$ cat config.mk
export PLATFORM = sky130hd
export DESIGN_NAME = mux_2_1
export DESIGN_NICKNAME = d
export VERILOG_FILES = /design/src/rtl/mux_2_1_pkg.sv /design/src/rtl/mux_2_1.sv
export SDC_FILE = /design/constraint.sdc
export NUM_CORES = 1
export LEC_CHECK = 0
export BUFFER_PORTS_ARGS = -buffer_cell sky130_fd_sc_hd__buf_2
export CELL_PAD_IN_SITES_DETAIL_PLACEMENT = 1
export CELL_PAD_IN_SITES_GLOBAL_PLACEMENT = 1
export CORE_MARGIN = 8
export CORE_UTILIZATION = 15
export DETAILED_ROUTE_END_ITERATION = 16
export GPL_TIMING_DRIVEN = 1
export PLACE_DENSITY_LB_ADDON = 0.12
export SETUP_SLACK_MARGIN = 0.2
export SYNTH_ARGS = -nofsm -noshare
export SYNTH_HDL_FRONTEND = slang
export SYNTH_SLANG_ARGS = --single-unit
$ cat constraint.sdc
create_clock -name vclk -period 0.8
set_input_delay 0 -clock vclk [all_inputs]
set_output_delay 0 -clock vclk [all_outputs]
set_load 0.05 [all_outputs]
$ cat src/rtl/mux_2_1_pkg.sv
// Shared datapath constants for the word multiplexer and its users.
package mux_2_1_pkg;

    // Native datapath word width; default bus width of the mux
    localparam int unsigned WORD_W = 16;

endpackage : mux_2_1_pkg

$ cat src/rtl/mux_2_1.sv
// Two-input word multiplexer; combinational by default, optionally registered
// on CLK with a synchronous active-high Reset clearing the output.
module mux_2_1
    import mux_2_1_pkg::*;
#(
    parameter int unsigned WIDTH   = WORD_W,
    parameter bit          REG_OUT = 1'b0
) (
    input  logic             CLK,
    input  logic             Reset,
    input  logic [WIDTH-1:0] D1,
    input  logic [WIDTH-1:0] D2,
    input  logic             S1,
    output logic [WIDTH-1:0] O
);

    // Single conditional so an X select merges agreeing bits and Xs the rest
    logic [WIDTH-1:0] sel_c;
    assign sel_c = S1 ? D2 : D1;

    generate
        if (REG_OUT) begin : g_reg
            logic [WIDTH-1:0] o_q;

            always_ff @(posedge CLK) begin
                if (Reset) begin
                    o_q <= '0;
                end else begin
                    o_q <= sel_c;
                end
            end

            assign O = o_q;
        end else begin : g_comb
            // Clock and reset are part of the port list but carry no function here
            logic unused_clk_rst;
            assign unused_clk_rst = &{1'b0, CLK, Reset};

            assign O = sel_c;
        end
    endgenerate

endmodule : mux_2_1

* Word level (Yosys, flattened, before mapping)
Index checks and enable logic that the tools add are counted.
** Operators by class
- Muxes and demuxes :: 1
** Operators by type and width (number)
- 16-bit two-way mux :: 1
** Word-level totals
- Bits in registers :: 0
- Input port bits :: 35
- Output and inout bits :: 16
- Word-level logic and storage cells :: 1

* Depth between registers and ports, before layout
Gate-level depths: netlist (run 1).
- Depth in word-level cells :: 1
- Mapped depth :: 3
- Gate-level depth less buffers :: 1

* Worst setup path after synthesis (run 1)
Ideal clock, no wire load.
- Kind :: input port to output port
- Start point :: input port S1
- End point :: output port O[10]
- Data arrival time :: 0.633 ns
- Data required time :: 0.800 ns
- Setup slack :: 0.167 ns
- Stages :: 3
- Buffers on the path :: 2
- Cells stage by stage :: buf_6 buf_12 mux2_4
** On the way
- Longest elaborated chain between the ends :: 1
** RTL lines
- start, declared :: line mux_2_1.sv:13 : input logic S1,
- 16-bit two-way mux :: line mux_2_1.sv:19 : assign sel_c = S1 ? D2 : D1;
- end, declared :: line mux_2_1.sv:14 : output logic [WIDTH-1:0] O
Every way passes these cells.

* Worst setup path in the final report (run 1)
- Start point :: input port S1
- End point :: output port O[13]
Same word-level chain as after synthesis.

==> results.json, run 1 <==
{
  "syn_inst": 18,
  "combPwrFrac_pct": 100.0,
  "multi_input_area_um2": 240.2,
  "design.seq.count": 0,
  "initial_core_util_pct": 16.34,
  "cts_setup_buffers": 0,
  "first_global_vias": 451,
  "switchingPower_mw": 0.3343,
  "tns_ns": 0,
  "p_total_mw": 0.6506,
  "via_per_inst": 4.277,
  "nFillCells": 178,
  "fin_crit_ns": 0.7129,
  "path_class": "input pin to primary output",
  "dp_slack_ns": -0.01961,
  "fin_util_pct": 44.99,
  "worst_pin_slew_ns": 0.1109,
  "core_area_um2": 1524,
  "ys_seq_area_share_pct": 0,
  "clockPowerShare_pct": 0,
  "drv_slew": 0,
  "netSwitchingFraction_pct": 51.39,
  "first_pass_iters": 1,
  "seq_area_um2": 0,
  "p_int_mw": 0.3163,
  "grtUsageTotal_pct": 8.143,
  "hp-class": "input pin to primary output",
  "grt_setup_unrepaired": "true",
  "mostFrequentLayoutCells": "32 x buf_2, 16 x mux2_4, 10 x buf_6",
  "fmax_mhz": 1403,
  "synthesis.nets": 53,
  "num_rows": 14,
  "drv_cap": 0,
  "cp.required_ns": 0.80,
  "avgSynthCellArea_um2": 13.83,
  "die-area_um2": 3219,
  "antenna_cells": 0,
  "syn_area_um2": 249.0,
  "drive_above_1_share_pct": 100.0,
  "antenna_found_initial": 0,
  "area_growth_pct": 175.4,
  "finalHoldViolCount": 0,
  "pwr-share-seq_pct": 0,
  "die_width_um": 56.74,
  "port-buffer-count": 49,
  "power_density_nw_per_um2": 948.8,
  "cp_max_fo": 8,
  "nClkBuffers": 0,
  "die-height_um": 56.74,
  "drc_errors": 0,
  "grt_max_degree": 9,
  "yosysUniqueCellTypes": 4,
  "drtIter0Drc": 0,
  "drt_wl_total_um": 1347,
  "crit_path_end_kind": "primary output",
  "yosys_warnings": 0,
  "timing.final.ws_setup_ns": 0.08713,
  "ir_drop_mv": 0.5244,
  "final_common_cell": "buf_2",
  "hold_ws_ns": 0.3512,
  "worstHoldPathCells": 3,
  "period_share_pct": 89.11,
  "grt_overflow": 0,
  "cp.arrival_ns": 0.71,
  "outcome": "complete, no violations",
  "gp_congestion": 0.6037,
  "finalSetupViolCount": 0,
  "cp-start-kind": "input pin",
  "ant_nets": 0,
  "p_leak_nw": 0.3918,
  "via_count": 355,
  "grt_pass1_wl_um": 2180,
  "wl_per_cell_um": 16.23,
  "fin_nets": 104,
  "pin_count": 51,
  "relSlewSlack_pct": 92.63
}
[power by group through the flow]
stage	sequential [mW]	clock, mW	combinational [mW]
2_1_floorplan	0	0	0.367
3_3_place_gp	0	0	0.496
3_5_place_dp	0	0	0.497
4_1_cts	0	0	0.655
5_1_grt	0	0	0.681
6_report	0	0	0.651
[layer usage]
metal / GRT usage [%] / routed length [um]
met2: 15.83 / 705
met4: 0 / 0
met3: 6.517 / 268
met1: 6.516 / 373
met5: 0 / 0
[logic make-up after synthesis]
kind of cell,count (synthesis),share of synthesized area (%)
buffers and inverters,2,12.56
multiplexers,16,87.43
[Yosys cell counts, drive strengths merged]
cell type | number | area share, %
buf | 2 | 13
mux2 | 16 | 87
[through the flow]
stage               cell area (um^2)  std cells
finish                         685.7         83
global route                   685.7         83
CTS                            685.7         83
detailed placement             503.0         82
global placement               503.0         82
floorplan                      252.7         18
[critical path, stage by stage]
cell    delay (ns)
buf_8         0.11
buf_12        0.14
mux2_4        0.31
buf_8         0.15
[final cells by class]
type	instances	area share, %
Multi-Input combinational cell	16	35.04
Tap cell	16	2.920
Timing Repair Buffer	51	62.04
[final timing paths]
path,start,end,slack [ns]
worst min-delay path,D1[1],O[1],0.35
worst max-delay path,S1,O[13],0.09
[repair_timing]
action,4_1_cts,5_1_grt
hold buffers,0,0
setup endpoints to repair,16,16
gates resized for setup,48,0
endpoints found under the hold margin,0,0
gates cloned,1,0
No activity file was read; power rests on OpenSTA's default activity.
==> run 2, diff against run 1 <==
CORE_UTILIZATION = 16   (was 15)
clock period = 0.92 ns   (was 0.8 ns; I/O delays follow)
==> results.json, run 2 (synthesis gave the netlist of run 1 again) <==
{
  "outcome": "complete, no violations",
  "p_total_mw": 0.5118,
  "die-area_um2": 3075,
  "wl_per_cell_um": 15.31,
  "worstHoldStart": "D2[4]",
  "cp_max_fo": 6,
  "drive_above_1_share_pct": 100.0,
  "fin_util_pct": 41.26,
  "grt_setup_unrepaired": "true",
  "port-buffer-count": 49,
  "die_width_um": 55.45,
  "seq_area_um2": 0,
  "cp.arrival_ns": 0.70,
  "core_area_um2": 1489,
  "via_per_inst": 4.333,
  "area_growth_pct": 146.7,
  "relSlewSlack_pct": 83.22,
  "die-height_um": 55.45,
  "cp_top_family": "buffers and inverters",
  "initial_core_util_pct": 16.72,
  "fin_area_um2": 614.3,
  "pin_count": 51,
  "fmax_mhz": 1421,
  "period_share_pct": 76.52,
  "cpMostUsedCell": "buf_6",
  "ant_nets": 0,
  "grt_max_degree": 7,
  "drv_cap": 0,
  "crit_path_top_delay_cell": "mux2_4",
  "hp-class": "input pin to primary output",
  "path_class": "input pin to primary output",
  "antenna_found_initial": 0,
  "crit_path_end_kind": "primary output",
  "power_density_nw_per_um2": 833.0,
  "grt_pass1_wl_um": 2063,
  "nClkBuffers": 0,
  "finalHoldViolCount": 0,
  "cp.required_ns": 0.92,
  "drt_wl_total_um": 1286,
  "worst_pin_slew_ns": 0.2534,
  "p_leak_nw": 0.3497,
  "gp_congestion": 0.6407,
  "mostFrequentLayoutCells": "34 x buf_2, 17 x buf_6, 10 x mux2_4",
  "fin_crit_ns": 0.7040,
  "finalSetupViolCount": 0,
  "antenna_cells": 0,
  "design.seq.count": 0,
  "hold_ws_ns": 0.3485,
  "via_count": 364,
  "num_rows": 14,
  "drtIter0Drc": 3,
  "final_common_cell": "buf_2",
  "cp-start-kind": "input pin",
  "first_pass_iters": 2,
  "dp_cells": 84,
  "crit_buf_inv": 3,
  "dp_slack_ns": 0.06324,
  "tns_ns": 0,
  "grt_overflow": 0,
  "grtUsageTotal_pct": 7.579,
  "timing.final.ws_setup_ns": 0.2160,
  "drc_errors": 0,
  "dp_hpwl_um": 1151,
  "critPathMaxStageDelay_ns": 0.30,
  "postCtsHoldBufs": 0,
  "ir_drop_mv": 0.3557,
  "dpl_cell_area_um2": 505.5,
  "crit_start": "S1",
  "drv_slew": 0,
  "first_global_vias": 422,
  "instances_no_fill": 84,
  "worstPathCellList": "buf_6 -> buf_6 -> mux2_4 -> buf_6",
  "fin_nets": 105
}
run 2: metal layers:
metal	global-route usage (%)	up-vias	share of wire [%]
met4	0	0	0
met2	12.82	33	46
met1	7.355	163	33
met5	0	-	0
met3	6.393	0	20
li1	-	168	-
run 2: worst paths after layout:
path / to / slack [ns] / cells after the start
hold / removal: O[4] / 0.35 / 3
setup / recovery: O[7] / 0.22 / 4
run 2: timing repair:
action	4_1_cts	5_1_grt
gates resized for setup	33	1
setup endpoints to repair	14	3
setup buffers	0	0
run 2: power breakdown:
part           switching [mW]  internal (mW)  total [mW]  leakage (nW)
sequential                  0              0           0             0
clock                       0              0           0             0
combinational           0.280          0.231       0.512         0.350
total                   0.280          0.231       0.512         0.350
run 2: area by class of cell:
class / instances / area, um^2
fill: 195 / 874.6
tap: 16 / 20.02
multi-input combinational: 16 / 217.7
timing repair buffer: 52 / 376.6
run 2: tightest hold or removal path: stages:
cell and delay [ns]:
buf_2 0.07, mux2_4 0.14, buf_8 0.14
